--- src/rtl/stepper_move_controller_if.sv ---
// stepper_move_controller_if: command handshake, motor pins and status of the stepper move controller
interface stepper_move_controller_if #(parameter int POS_WIDTH = 16);
  logic                 cmd_valid;
  logic [POS_WIDTH-1:0] cmd_target;
  logic                 cmd_ready;
  logic                 abort;
  logic                 zero;
  logic                 step;
  logic                 dir;
  logic                 busy;
  logic                 done;
  logic                 aborted;
  logic                 limit_hit;
  logic [POS_WIDTH-1:0] current_pos;
  logic [2:0]           db_estado;
  modport master (
    output cmd_valid, cmd_target, abort, zero,
    input  cmd_ready, step, dir, busy, done, aborted, limit_hit, current_pos, db_estado
  );
  modport slave (
    input  cmd_valid, cmd_target, abort, zero,
    output cmd_ready, step, dir, busy, done, aborted, limit_hit, current_pos, db_estado
  );
endinterface

--- src/rtl/stepper_move_controller.sv ---
// stepper_move_controller: timed step/dir pulse train toward an absolute target; STEPPER_LIMIT_EN enables soft-limit clamping
module stepper_move_controller #(
  parameter int                   POS_WIDTH          = 16,
  parameter int                   DIR_SETUP_CYCLES   = 50,
  parameter int                   STEP_HIGH_CYCLES   = 250,
  parameter int                   STEP_PERIOD_CYCLES = 50000,
  parameter logic [POS_WIDTH-1:0] POS_MIN            = '0,
  parameter logic [POS_WIDTH-1:0] POS_MAX            = {POS_WIDTH{1'b1}}
) (
  input logic                     clock,
  input logic                     reset,
  stepper_move_controller_if.slave bus
);
  typedef enum logic [2:0] {IDLE = 3'd0, DIR_SETUP = 3'd1, STEP_HIGH = 3'd2, STEP_LOW = 3'd3, DONE = 3'd4} state_t;
  localparam int CW = $clog2(STEP_PERIOD_CYCLES);
  localparam logic [CW-1:0] SETUP_LD = CW'(DIR_SETUP_CYCLES - 1);
  localparam logic [CW-1:0] HIGH_LD  = CW'(STEP_HIGH_CYCLES - 1);
  localparam logic [CW-1:0] LOW_LD   = CW'(STEP_PERIOD_CYCLES - STEP_HIGH_CYCLES - 1);
  state_t st, nxt;
  logic [CW-1:0] cnt, cnt_ld;
  logic [POS_WIDTH-1:0] pos, tgt, tgt_n;
  logic dir_q, step_q, abort_q, limit_q, clip, accept, abrt, cnt_end;
`ifdef STEPPER_LIMIT_EN
  assign tgt_n = bus.cmd_target < POS_MIN ? POS_MIN : (bus.cmd_target > POS_MAX ? POS_MAX : bus.cmd_target);
  assign clip  = tgt_n != bus.cmd_target;
`else
  logic unused_lim;
  assign tgt_n      = bus.cmd_target;
  assign clip       = 1'b0;
  assign unused_lim = ^{POS_MIN, POS_MAX};
`endif
  // zero has priority over a command offered in the same cycle
  assign bus.cmd_ready = (st == IDLE) & ~bus.zero;
  assign accept        = bus.cmd_valid & bus.cmd_ready;
  assign abrt          = abort_q | bus.abort;
  assign cnt_end       = cnt == '0;
  always_ff @(posedge clock or posedge reset)
    if (reset) st <= IDLE;
    else st <= nxt;
  always_comb begin
    nxt = st;
    case (st)
      IDLE:      nxt = accept ? (tgt_n == pos ? DONE : DIR_SETUP) : IDLE;
      DIR_SETUP: nxt = abrt ? DONE : (cnt_end ? STEP_HIGH : DIR_SETUP);
      STEP_HIGH: nxt = cnt_end ? (abrt ? DONE : STEP_LOW) : STEP_HIGH;
      STEP_LOW:  nxt = abrt ? DONE : (cnt_end ? (pos == tgt ? DONE : STEP_HIGH) : STEP_LOW);
      default:   nxt = IDLE;
    endcase
    cnt_ld = nxt == DIR_SETUP ? SETUP_LD : nxt == STEP_HIGH ? HIGH_LD : nxt == STEP_LOW ? LOW_LD : '0;
  end
  // step is registered so the pin never glitches across state-code transitions
  always_ff @(posedge clock or posedge reset)
    if (reset) begin
      cnt     <= '0;
      step_q  <= 1'b0;
      dir_q   <= 1'b0;
      abort_q <= 1'b0;
      limit_q <= 1'b0;
      tgt     <= '0;
      pos     <= '0;
    end else begin
      cnt     <= nxt != st ? cnt_ld : (cnt_end ? cnt : cnt - CW'(1));
      step_q  <= nxt == STEP_HIGH;
      abort_q <= st == DONE ? 1'b0 : (st != IDLE && bus.abort) ? 1'b1 : abort_q;
      if (accept) begin
        tgt     <= tgt_n;
        limit_q <= clip;
        if (tgt_n != pos) dir_q <= tgt_n > pos;
      end
      if (st == IDLE && bus.zero) pos <= '0;
      else if (st == STEP_HIGH && cnt_end) pos <= dir_q ? pos + POS_WIDTH'(1) : pos - POS_WIDTH'(1);
    end
  assign bus.step        = step_q;
  assign bus.dir         = dir_q;
  assign bus.busy        = st != IDLE;
  assign bus.done        = st == DONE;
  assign bus.aborted     = (st == DONE) & abort_q;
  assign bus.limit_hit   = (st == DONE) & limit_q;
  assign bus.current_pos = pos;
  assign bus.db_estado   = st;
endmodule

--- src/flat_wrapper.sv ---
// flat-port wrapper written by rule: the top's interface ports become plain ports
module stepper_move_controller_flat 
#(
  parameter int                   POS_WIDTH          = 16,
  parameter int                   DIR_SETUP_CYCLES   = 50,
  parameter int                   STEP_HIGH_CYCLES   = 250,
  parameter int                   STEP_PERIOD_CYCLES = 50000,
  parameter logic [POS_WIDTH-1:0] POS_MIN            = '0,
  parameter logic [POS_WIDTH-1:0] POS_MAX            = {POS_WIDTH{1'b1}}
)
  (clock, reset, bus_cmd_valid, bus_cmd_target, bus_abort, bus_zero, bus_cmd_ready, bus_step, bus_dir, bus_busy, bus_done, bus_aborted, bus_limit_hit, bus_current_pos, bus_db_estado);
  stepper_move_controller_if #(.POS_WIDTH(POS_WIDTH)) bus_i ();
  input logic clock;
  input logic reset;
  input wire logic [$bits(bus_i.cmd_valid)-1:0] bus_cmd_valid;
  input wire logic [$bits(bus_i.cmd_target)-1:0] bus_cmd_target;
  input wire logic [$bits(bus_i.abort)-1:0] bus_abort;
  input wire logic [$bits(bus_i.zero)-1:0] bus_zero;
  output wire logic [$bits(bus_i.cmd_ready)-1:0] bus_cmd_ready;
  output wire logic [$bits(bus_i.step)-1:0] bus_step;
  output wire logic [$bits(bus_i.dir)-1:0] bus_dir;
  output wire logic [$bits(bus_i.busy)-1:0] bus_busy;
  output wire logic [$bits(bus_i.done)-1:0] bus_done;
  output wire logic [$bits(bus_i.aborted)-1:0] bus_aborted;
  output wire logic [$bits(bus_i.limit_hit)-1:0] bus_limit_hit;
  output wire logic [$bits(bus_i.current_pos)-1:0] bus_current_pos;
  output wire logic [$bits(bus_i.db_estado)-1:0] bus_db_estado;
  assign bus_i.cmd_valid = bus_cmd_valid;
  assign bus_i.cmd_target = bus_cmd_target;
  assign bus_i.abort = bus_abort;
  assign bus_i.zero = bus_zero;
  assign bus_cmd_ready = bus_i.cmd_ready;
  assign bus_step = bus_i.step;
  assign bus_dir = bus_i.dir;
  assign bus_busy = bus_i.busy;
  assign bus_done = bus_i.done;
  assign bus_aborted = bus_i.aborted;
  assign bus_limit_hit = bus_i.limit_hit;
  assign bus_current_pos = bus_i.current_pos;
  assign bus_db_estado = bus_i.db_estado;
  stepper_move_controller #(.POS_WIDTH(POS_WIDTH), .DIR_SETUP_CYCLES(DIR_SETUP_CYCLES), .STEP_HIGH_CYCLES(STEP_HIGH_CYCLES), .STEP_PERIOD_CYCLES(STEP_PERIOD_CYCLES), .POS_MIN(POS_MIN), .POS_MAX(POS_MAX)) u_core (.clock(clock), .reset(reset), .bus(bus_i));
endmodule
--- config.mk ---
export PLATFORM = sky130hd
export DESIGN_NAME = stepper_move_controller_flat
export DESIGN_NICKNAME = d
export VERILOG_FILES = /design/src/rtl/stepper_move_controller_if.sv /design/src/rtl/stepper_move_controller.sv /design/src/flat_wrapper.sv
export SDC_FILE = /design/constraint.sdc
export NUM_CORES = 1
export LEC_CHECK = 0
export BUFFER_PORTS_ARGS = -buffer_cell sky130_fd_sc_hd__buf_4
export CAP_MARGIN = 10
export CORE_AREA = 2 2 85 87
export DETAILED_ROUTE_END_ITERATION = 6
export DIE_AREA = 0 0 87 89
export HOLD_SLACK_MARGIN = 0.12
export PLACE_DENSITY_LB_ADDON = 0.1
export SLEW_MARGIN = 10
export SYNTH_ARGS = -nofsm -noshare
export SYNTH_HDL_FRONTEND = slang
export SYNTH_SLANG_ARGS = --single-unit
--- constraint.sdc ---
create_clock -name clock -period 7.8 [get_ports clock]
set_input_delay 1.56 -clock clock [delete_from_list [all_inputs] [get_ports clock]]
set_output_delay 1.56 -clock clock [all_outputs]
set_load 0.1 [all_outputs]
## After elaboration in Yosys (flattened, before gate mapping)

Index checks and enable logic that the tools add are counted.

- Word-level logic and storage cells: 57
- Register bits after elaboration: 54

- Reduce and logical (&&, ||, !) cells: 9
- Mux-type cells: 20
- $add $sub $neg: 3
- Order comparisons: 1
- Equal/unequal tests: 12
- Bitwise operators: 5

Operators by type and width:

| operator | count |
|---|---|
| 2-to-1 mux 16 bit | 8 |
| == test 16 bit | 2 |
| subtractor 16 x 1 -> 16 bit (second input constant) | 2 |
| 2-to-1 mux 3 bit | 8 |
| adder 16 x 1 -> 16 bit (second input constant) | 1 |
| greater-than comparator 16 bit | 1 |
| zero test 16 bit | 1 |
| != test 16 bit | 1 |
| == test 3 x 2 -> 1 bit (second input constant) | 4 |
| one-hot mux 3 bit (4 select lines) | 1 |
| == test 3 x 1 -> 1 bit (second input constant) | 2 |
| nonzero test 2 bit | 2 |
| AND 1 bit | 3 |
| == test 3 bit (second input constant) | 1 |
| logical AND 1 bit | 3 |
| zero test 3 bit | 1 |
| != test 3 bit | 1 |
| nonzero test 3 bit | 1 |
| 2-to-1 mux 1 bit | 2 |
| 2-to-1 mux 2 bit | 1 |
| != test 2 bit (second input constant) | 1 |
| AND reduction 2 bit | 1 |
| inverter 1 bit | 1 |
| OR 1 bit | 1 |

## Depth between registers and ports, before layout

Gate-level depths: netlist of run 1.

- Depth after elaboration: 10
- Mapped depth: 11
- Gate-level depth less buffers: 9

## Least setup slack after synthesis of run 1

Ideal clock, no wire load.

- Path kind: in2out
- From: in bus_zero
- To: out bus_cmd_ready
- Slack: 1753 ps
- Data arrival time: 4487 ps
- Data required time: 6240 ps
- Stages on the path: 1
- Cell sequence: nor4_1

- Cells in the longest elaborated chain, start to end: 2

Ends and longest elaborated chain:

| what | line | source |
|---|---|---|
| from (decl) | flat_wrapper.sv:18 | `input wire logic [$bits(bus_i.zero)-1:0] bus_zero;` |
| inverter 1 bit | stepper_move_controller.sv:33 | `assign bus.cmd_ready = (st == IDLE) & ~bus.zero;` |
| AND 1 bit | stepper_move_controller.sv:33 |  |
| to (decl) | flat_wrapper.sv:19 | `output wire logic [$bits(bus_i.cmd_ready)-1:0] bus_cmd_ready;` |

No other way between the ends.

## Worst setup path after layout of run 1

Same ends and word-level chain as after synthesis.

==> results.rst, run 1 <==
.. list-table::
   :header-rows: 1

   * - Metric
     - Value
   * - Cell mode on critical path
     - buf_4
   * - Flop pwr share
     - 35.0%
   * - Detailed-router iteration count before antenna repair
     - 5
   * - Data required time of the worst path
     - 6240 ps
   * - Fin worst setup slack
     - between 3000 and 4000 ps
   * - Cell area after placement
     - approximately 0.004 mm^2
   * - Min Tclk post-route
     - 4130 ps
   * - Flops & latches, synth
     - 54
   * - Die Y
     - 89 um
   * - Core region area
     - 0.00672 mm^2
   * - Asr flop ratio synth
     - 100%
   * - Number of design rule violations left after detail routing
     - 0
   * - Worst relative slew slack
     - a little under two fifths
   * - Aggregate global routing overflow
     - 0
   * - Count of pins on the block boundary
     - between 40 and 50
   * - Via density per instance
     - ~5.8
   * - Routed length per instance
     - 16.2 um
   * - N_diodes
     - 0
   * - Number of synthesized flops with an enable pin
     - 0
   * - Ratio of total power to cell area
     - between 300 and 400 mW/mm^2
   * - Std-Cell Rows
     - 30
   * - Max-Cap Viols
     - 0
   * - Static Leak
     - between 1.5 and 2 nW
   * - List of cells traversed by the critical path
     - buf_4, nor4_1, buf_4
   * - Later-pin clock latency in the skew report
     - between 300 and 400 ps
   * - Type of the tightest min-delay check
     - flip-flop to flip-flop
   * - Total clock buffers created by CTS
     - 5
   * - CTS Root Cell
     - clkbuf_8
   * - Total negative slack for setup checks
     - 0 ps
   * - Outcome
     - completed
   * - Final hold violation count
     - 0
   * - Type of the setup path with the least slack
     - input pin to primary output
   * - Placer congestion estimate
     - between 0.7 and 0.8
   * - Area delta synth->final
     - 13.0%
   * - Starting DRC count in detailed routing
     - approximately 130
   * - Area of the mapped netlist
     - between 0.003 and 0.004 mm^2
   * - Total half-perimeter wirelength after legalization and detailed placement
     - between 6000 and 7000 um
   * - Worst reg2reg startpoint
     - u_core.bus.dir$_DFFE_PP0P_
   * - Synthesized-area fraction occupied by adder cells
     - approximately 11%
   * - Maximum clock path buffer count
     - 2
   * - Unrepaired setup endpoints after global routing
     - false
   * - Combinational fraction of design power
     - about 52%
   * - Synthesis warning total
     - 0
   * - Fraction of the mapped netlist area in simple logic gates
     - 16.7%
   * - Post-synthesis xor/xnor area fraction
     - 9.58%
   * - Overall die width
     - 87 um
   * - Hold buffers post-CTS
     - 0
   * - Overall routing resource usage
     - between 20 and 25%
   * - Total net switching power
     - approximately 0.00060 W
   * - Switching portion of total power
     - around 46%
   * - Setup violation total in the final timing report
     - 0
   * - Final Net Count
     - 478
   * - Starting density of the core
     - 54.4%
   * - Period Utilization, post-route
     - a little over half
   * - Crit path launch type
     - input pin
   * - Largest family of logic cells by synthesized area
     - simple AND/OR/NAND/NOR gates
   * - Average instance area after synthesis
     - between 9 and 10 um^2
   * - Number of distinct standard cells referenced by the synthesized netlist
     - 55
   * - Most instantiated flip-flop cell in the synthesis netlist
     - dfrtp_1
   * - Setup skew after layout
     - about 6.1 ps
   * - Worst setup slack after placement
     - approximately 3700 ps
   * - Buffers on Ports
     - 45
   * - Utilization after layout
     - 61.5%
   * - CP max-delay cell
     - nor4_1
   * - Clock share of power
     - 12.6%
   * - Antenna violation net count after detailed routing
     - 0
   * - Post-Synthesis Net Count
     - approximately 440
   * - Cells on worst reg2reg path
     - 9
   * - Worst Max-Slew Pin Slew
     - roughly 900 ps
   * - Max H-tree Level
     - 2
   * - Critical R2R Capture
     - u_core.bus.current_pos[14]$_DFFE_PP0P_
   * - Maximum vdd ir drop
     - roughly 0.00011 V
   * - Final count of pins violating max slew
     - 0
   * - Arrival time reported for the critical path endpoint
     - between 2000 and 3000 ps
   * - Synthesized instance count
     - between 300 and 400
   * - Clock transition time at the flip-flop clock pins of the worst setup and hold paths
     - ~90 ps
   * - Wire length of the first global-routing pass
     - about 14000 um
   * - Top achievable clock speed
     - 0.242 GHz
   * - Pin count of the biggest net entering global routing
     - 55
   * - Sink count of the clock tree
     - 54
   * - TritonCTS clock tree
     - done
   * - Number of antenna violations at the first check in global routing
     - 0
   * - Crit path max fanout
     - 3
   * - Number of cells on the worst hold path
     - 2
   * - Largest stage delay on the critical path
     - roughly 470 ps
   * - Post-cts gate resize count
     - 0
   * - Compound-gate portion of the synthesized area
     - between 10% and 20%
   * - Routed vias
     - 2956
   * - Final Cell Area
     - around 0.0041 mm^2
   * - Total die area
     - a little under 0.008 mm^2
   * - Int Power
     - 0.000694 W
   * - Multiplexer share of the synthesized area
     - about 4.9%
   * - Min-Delay Startpoint
     - u_core.tgt[0]$_DFFE_PP0N_
   * - Worst reg2reg setup slack
     - around 4300 ps
   * - Share of post-route cells with drive strength above 1
     - between 10% and 20%
   * - Sequential element share of the synthesized area
     - a little under two fifths
   * - Wirelength, routed
     - 8210 um
   * - Via count of the first global-routing pass
     - just under 3000
   * - Sort of element at the end of the critical path
     - primary output
   * - Post-CTS setup buffer count
     - 0
   * - Hold worst-path end
     - u_core.tgt[0]$_DFFE_PP0N_
sequential cells by signal, summed over array words and instances, names as in the netlist:
name / count
u_core.bus.current_pos: 16
u_core.cnt: 16
u_core.tgt: 16
u_core.bus.db_estado: 3
u_core.abort_q: 1
u_core.bus.dir: 1
u_core.bus.step: 1
per-stage QoR:
step | total power (W) | std cells | hold slack (ps)
after floorplan | 0.00100 | 385 | 470
after global placement | 0.00112 | 498 | 486
after detailed placement | 0.00114 | 498 | 505
after CTS | 0.00130 | 506 | 526
after global routing | 0.00140 | 506 | 546
final | 0.00129 | 506 | 535
worst max-delay path, delay by kind of cell:
family | cells | cell delay [ps]
buffers and inverters | 2 | 530
AND/OR/NAND/NOR | 1 | 470
worst max-delay path by stage:
| stage | slack [ps] | to | cells after the start | startpoint |
|---|---|---|---|---|
| final | 3670 | bus_cmd_ready | 3 | bus_zero |
| after global routing | 3650 | bus_cmd_ready | 3 | bus_zero |
| after CTS | 3700 | bus_cmd_ready | 3 | bus_zero |
| after floorplan | 1750 | bus_cmd_ready | 1 | bus_zero |
| after global placement | 3760 | bus_cmd_ready | 3 | bus_zero |
| after detailed placement | 3700 | bus_cmd_ready | 3 | bus_zero |
Yosys cell counts, types with 2 or more instances:
cell type,n,area [um^2]
a211oi_1,5,37.5
a21o_1,7,52.6
a21oi_1,15,75.1
a311oi_1,2,17.5
a31o_2,2,17.5
a31oi_1,3,18.8
a41oi_1,3,26.3
and2_1,6,37.5
and3_1,4,25.0
buf_2,3,15.0
clkbuf_1,7,26.3
dfrtp_1,54,1350
ha_1,31,388
inv_1,24,90.1
mux2_2,15,169
nand2_1,17,63.8
nand2b_1,4,25.0
nand3_1,13,65.1
nand3b_1,2,15.0
nand4_1,7,43.8
nor2_1,30,113
nor2b_1,5,31.3
nor3_1,11,55.1
nor4_1,6,37.5
o21a_1,3,22.5
o21ai_0,29,145
o21ai_2,2,17.5
o21bai_1,3,22.5
o22ai_1,2,12.5
o31ai_1,3,22.5
o41ai_1,2,17.5
or3_1,4,25.0
xnor2_1,28,245
xor2_1,12,105
layer usage:
layer	wire length [um]	up-vias	GRT usage, %
met3	297	6	3.51
met1	3660	1431	29.3
met5	0	-	0
li1	-	1459	-
met4	87	0	6.53
met2	4170	60	40.9
cell usage in the layout (no fill, tap or decap), types with 7 or more instances in the layout:
cell and instances:
nand2_1 17, nor3_1 11, o21ai_0 29, ha_1 31
a21o_1 7, nor2_1 30, inv_1 23, dfrtp_1 54
nand3_1 13, nand4_1 7, buf_4 46, xor2_1 12
xnor2_1 28, a21oi_1 15, mux2_2 15
logic make-up after synthesis:
group | Yosys count
AOI/OAI and AO/OA | 89
DFF | 54
other | 1
and+or+nand+nor | 116
buffers and inverters | 37
adders and majority gates | 32
muxes | 16
xor gates and xnor gates | 40
final cells by class:
| class | count | area [um^2] |
|---|---|---|
| Fill cell | 596 | 2580 |
| Multi-Input combinational cell | 294 | 2150 |
| Sequential cell | 54 | 1350 |
| Timing Repair Buffer | 46 | 345 |
| Tap cell | 80 | 100 |
| Inverter | 24 | 90.1 |
| Clock buffer | 6 | 82.6 |
| Clock inverter | 2 | 12.5 |
power groups by stage:
stage / Clock (W) / Sequential (W) / Combinational, W
2_1_floorplan: 0 / 0.000496 / 0.000505
3_3_place_gp: 0 / 0.000454 / 0.000670
3_5_place_dp: 0 / 0.000457 / 0.000679
4_1_cts: 0.000167 / 0.000452 / 0.000683
5_1_grt: 0.000179 / 0.000465 / 0.000753
6_report: 0.000164 / 0.000453 / 0.000678
(Power assumes the default switching activity.)
==> inputs of run 2 (changes only) <==
--- a/config.mk
+++ b/config.mk
@@ -5,11 +5,12 @@
 export SDC_FILE = /design/constraint.sdc
 export NUM_CORES = 1
 export LEC_CHECK = 0
+export ABC_AREA = 1
 export BUFFER_PORTS_ARGS = -buffer_cell sky130_fd_sc_hd__buf_4
 export CAP_MARGIN = 10
-export CORE_AREA = 2 2 85 87
+export CORE_AREA = 2 2 88 90
 export DETAILED_ROUTE_END_ITERATION = 6
-export DIE_AREA = 0 0 87 89
+export DIE_AREA = 0 0 90 92
 export HOLD_SLACK_MARGIN = 0.12
 export PLACE_DENSITY_LB_ADDON = 0.1
 export SLEW_MARGIN = 10
==> constraint.sdc (replaced) <==
create_clock -name clock -period 4.12 [get_ports clock]
set_input_delay 0.824 -clock clock [delete_from_list [all_inputs] [get_ports clock]]
set_output_delay 0.824 -clock clock [all_outputs]
set_load 0.1 [all_outputs]
==> results.rst, run 2 <==
.. list-table::
   :header-rows: 1

   * - Metric
     - Value
   * - Via density per instance
     - ~5.1
   * - Period Utilization, post-route
     - just under 70%
   * - Share of post-route cells with drive strength above 1
     - between 10% and 20%
   * - Arrival time reported for the critical path endpoint
     - about 3000 ps
   * - Final Net Count
     - around 630
   * - Worst reg2reg startpoint
     - u_core.bus.db_estado[2]$_DFF_PP0_
   * - Placer congestion estimate
     - roughly 0.85
   * - Area delta synth->final
     - 13.9%
   * - Later-pin clock latency in the skew report
     - 310 ps
   * - CP max-delay cell
     - nor3_4
   * - Pin count of the biggest net entering global routing
     - 34
   * - Cell type with the largest total area after synthesis
     - dfrtp_1
   * - Worst relative slew slack
     - a little over 50%
   * - Detailed-router iteration count before antenna repair
     - 4
   * - Post-CTS setup buffer count
     - 0
   * - Total negative slack for setup checks
     - 0 ps
   * - Overall die width
     - approximately 90 um
   * - Maximum clock path buffer count
     - 2
   * - Final hold violation count
     - 0
   * - Starting DRC count in detailed routing
     - roughly 220
   * - Number of cells in the design after placement
     - between 600 and 700
   * - Total half-perimeter wirelength after legalization and detailed placement
     - 6950 um
   * - Post-cts gate resize count
     - 0
   * - Antenna violation net count after detailed routing
     - 0
   * - Buffers on Ports
     - between 40 and 50
   * - Flops & latches, synth
     - 54
   * - Type of the setup path with the least slack
     - flip-flop to flip-flop
   * - Setup violation total in the final timing report
     - 0
   * - Count of pins on the block boundary
     - 47
   * - Via count of the first global-routing pass
     - ~3300
   * - Type of the tightest min-delay check
     - input pin to asynchronous set/reset pin
   * - Ratio of total power to cell area
     - 702 mW/mm^2
   * - Top achievable clock speed
     - 0.354 GHz
   * - Crit path launch type
     - flip-flop
   * - Max-Cap Viols
     - 0
   * - Setup skew after layout
     - 11.8 ps
   * - Wire length of the first global-routing pass
     - approximately 15000 um
   * - Final Non-Filler Cells
     - 675
   * - Static Leak
     - 2.30 nW
   * - Worst Max-Slew Pin Slew
     - 728 ps
   * - N_diodes
     - 0
   * - CTS Root Cell
     - clkbuf_8
   * - Sequential element share of the synthesized area
     - approximately a third
   * - Number of design rule violations left after detail routing
     - 0
   * - Commonest non-fill, non-tap cell in the layout
     - nand2_1
   * - Number of antenna violations at the first check in global routing
     - 0
   * - Std-Cell Rows
     - 32
   * - List of cells traversed by the critical path
     - inv_1, nand2_2, nor3_4, o21ai_1, nand3_4, nor2_1, nor2_4, nand2_4, nor2_2, a21oi_1
   * - Most frequent cells after synthesis
     - nand2_1 (130), inv_1 (71), dfrtp_1 (54)
   * - Average instance area after synthesis
     - approximately 7.4 um^2
   * - Most instantiated flip-flop cell in the synthesis netlist
     - dfrtp_1
   * - Area of the mapped netlist
     - 0.00390 mm^2
   * - Dominant cell by count in the synthesized netlist
     - nand2_1
   * - Total clock buffers created by CTS
     - 5
   * - Ranking of synthesized cells by area
     - dfrtp_1 (35%), nand2_1 (13%), ha_1 (9.9%)
   * - Min Tclk post-route
     - 2820 ps
   * - Post-Synthesis Net Count
     - 579
   * - Asr flop ratio synth
     - 100%
   * - Maximum vdd ir drop
     - about 0.00047 V
   * - Unrepaired setup endpoints after global routing
     - false
   * - Core region area
     - between 0.007 and 0.008 mm^2
   * - Filler Cells Inserted
     - ~720
   * - Die Y
     - 92 um
   * - Crit-path leading delay family
     - simple AND/OR/NAND/NOR gates
   * - Wirelength, routed
     - 9030 um
   * - Clock transition time at the flip-flop clock pins of the worst setup and hold paths
     - approximately 100 ps
   * - Routed length per instance
     - around 13 um
   * - Number of synthesized flops with an enable pin
     - 0
   * - Proportion of netlist area held by the largest area contributor
     - about 35%
   * - Sort of element at the end of the critical path
     - flip-flop
   * - Crit path max fanout
     - 19
   * - Max H-tree Level
     - 2
   * - Synthesized instance count
     - 526
   * - Highest-count cells in the layout ignoring fill and taps
     - nand2_1 (130), inv_1 (70), dfrtp_1 (54)
   * - Sink count of the clock tree
     - between 50 and 60
   * - Routed vias
     - approximately 3500
   * - Total die area
     - between 0.008 and 0.009 mm^2
   * - Hold buffers post-CTS
     - 0
   * - Largest stage delay on the critical path
     - 550 ps
   * - Data required time of the worst path
     - between 4000 and 5000 ps
   * - TritonCTS clock tree
     - done
   * - Starting density of the core
     - 52.4%
   * - Synthesis warning total
     - 0
   * - Aggregate global routing overflow
     - 0
   * - Crit. Startpoint
     - u_core.bus.db_estado[2]$_DFF_PP0_
   * - WP buf/inv
     - 1
   * - Number of distinct standard cells referenced by the synthesized netlist
     - between 40 and 50
   * - Outcome
     - completed
   * - Overall routing resource usage
     - 22.7%
   * - Final count of pins violating max slew
     - 0
==> run 2: changes by cell type after synthesis, moves of 6 or more <==
| cell | previous run | this run |
|---|---|---|
| nor2_2 | 0 | 6 |
| mux2_2 | 15 | 1 |
| and2_1 | 6 | 0 |
| a21oi_1 | 15 | 34 |
| nand2_1 | 17 | 130 |
| inv_1 | 24 | 71 |
| nand3_1 | 13 | 33 |
| nor3_1 | 11 | 5 |
| xnor2_1 | 28 | 10 |
| nor4_1 | 6 | 0 |
| nor2_1 | 30 | 43 |
==> run 2: cell type report <==
type,instances,area (um^2),area share (%)
Sequential cell,54,1350,30.4
Tap cell,102,128,2.87
Inverter,71,267,6.00
Clock buffer,5,68.8,1.55
Timing Repair Buffer,47,353,7.94
Multi-Input combinational cell,393,2240,50.3
Clock inverter,3,40.0,0.901
==> run 2: power by group <==
group          switching, W  total (W)  internal, W
clock network      0.000180   0.000359     0.000179
logic               0.00136    0.00192     0.000561
registers          0.000139   0.000841     0.000701
total               0.00168    0.00312      0.00144
==> run 2: through the flow <==
step | area [um^2] | hold WS (ps) | utilization, % | setup slack, ps | power (W)
after floorplan | 3900 | 497 | - | 445 | 0.00240
after global placement | 4340 | 512 | 58.2 | 1080 | 0.00273
after detailed placement | 4340 | 522 | 58.2 | 1010 | 0.00276
after CTS | 4440 | 546 | 59.7 | 1300 | 0.00313
after global routing | 4440 | 551 | 59.7 | 970 | 0.00338
final | 4440 | 533 | 59.7 | 1300 | 0.00312
==> run 2: kinds of logic (layout without fill, tap and decap cells) <==
kind of cell	Yosys count	after routing	synth area share, %
flip-flops	54	54	34.6
buffers and inverters	79	126	8.02
AO/OA/AOI/OAI	97	97	13.9
other	1	1	0.0961
multiplexers	1	1	0.289
XOR/XNOR	18	18	4.04
AND/OR/NAND/NOR	244	244	28.6
adder cells (fa/ha/maj)	32	32	10.5
==> run 2: path summary, 6_finish.rpt <==
check,cells past startpoint,to,slack [ps]
hold reg to reg,1,u_core.tgt[10]$_DFFE_PP0N_,540
setup / recovery,10,u_core.cnt[2]$_DFFE_PP0P_,1300
setup reg to reg,10,u_core.cnt[2]$_DFFE_PP0P_,1300
hold / removal,2,u_core.tgt[3]$_DFFE_PP0N_,530
max in group asynchronous,3,u_core.bus.db_estado[0]$_DFF_PP0_,2780
min in group clock,1,u_core.tgt[10]$_DFFE_PP0N_,540
==> run 2: routing by layer <==
| layer | part of all wire, % | GRT usage [%] | up-vias |
|---|---|---|---|
| li1 | - | - | 1814 |
| met1 | 51 | 32.4 | 1576 |
| met2 | 44 | 36.4 | 72 |
| met3 | 4.0 | 4.19 | 10 |
| met4 | 1.2 | 4.49 | 0 |
| met5 | 0 | 0 | - |
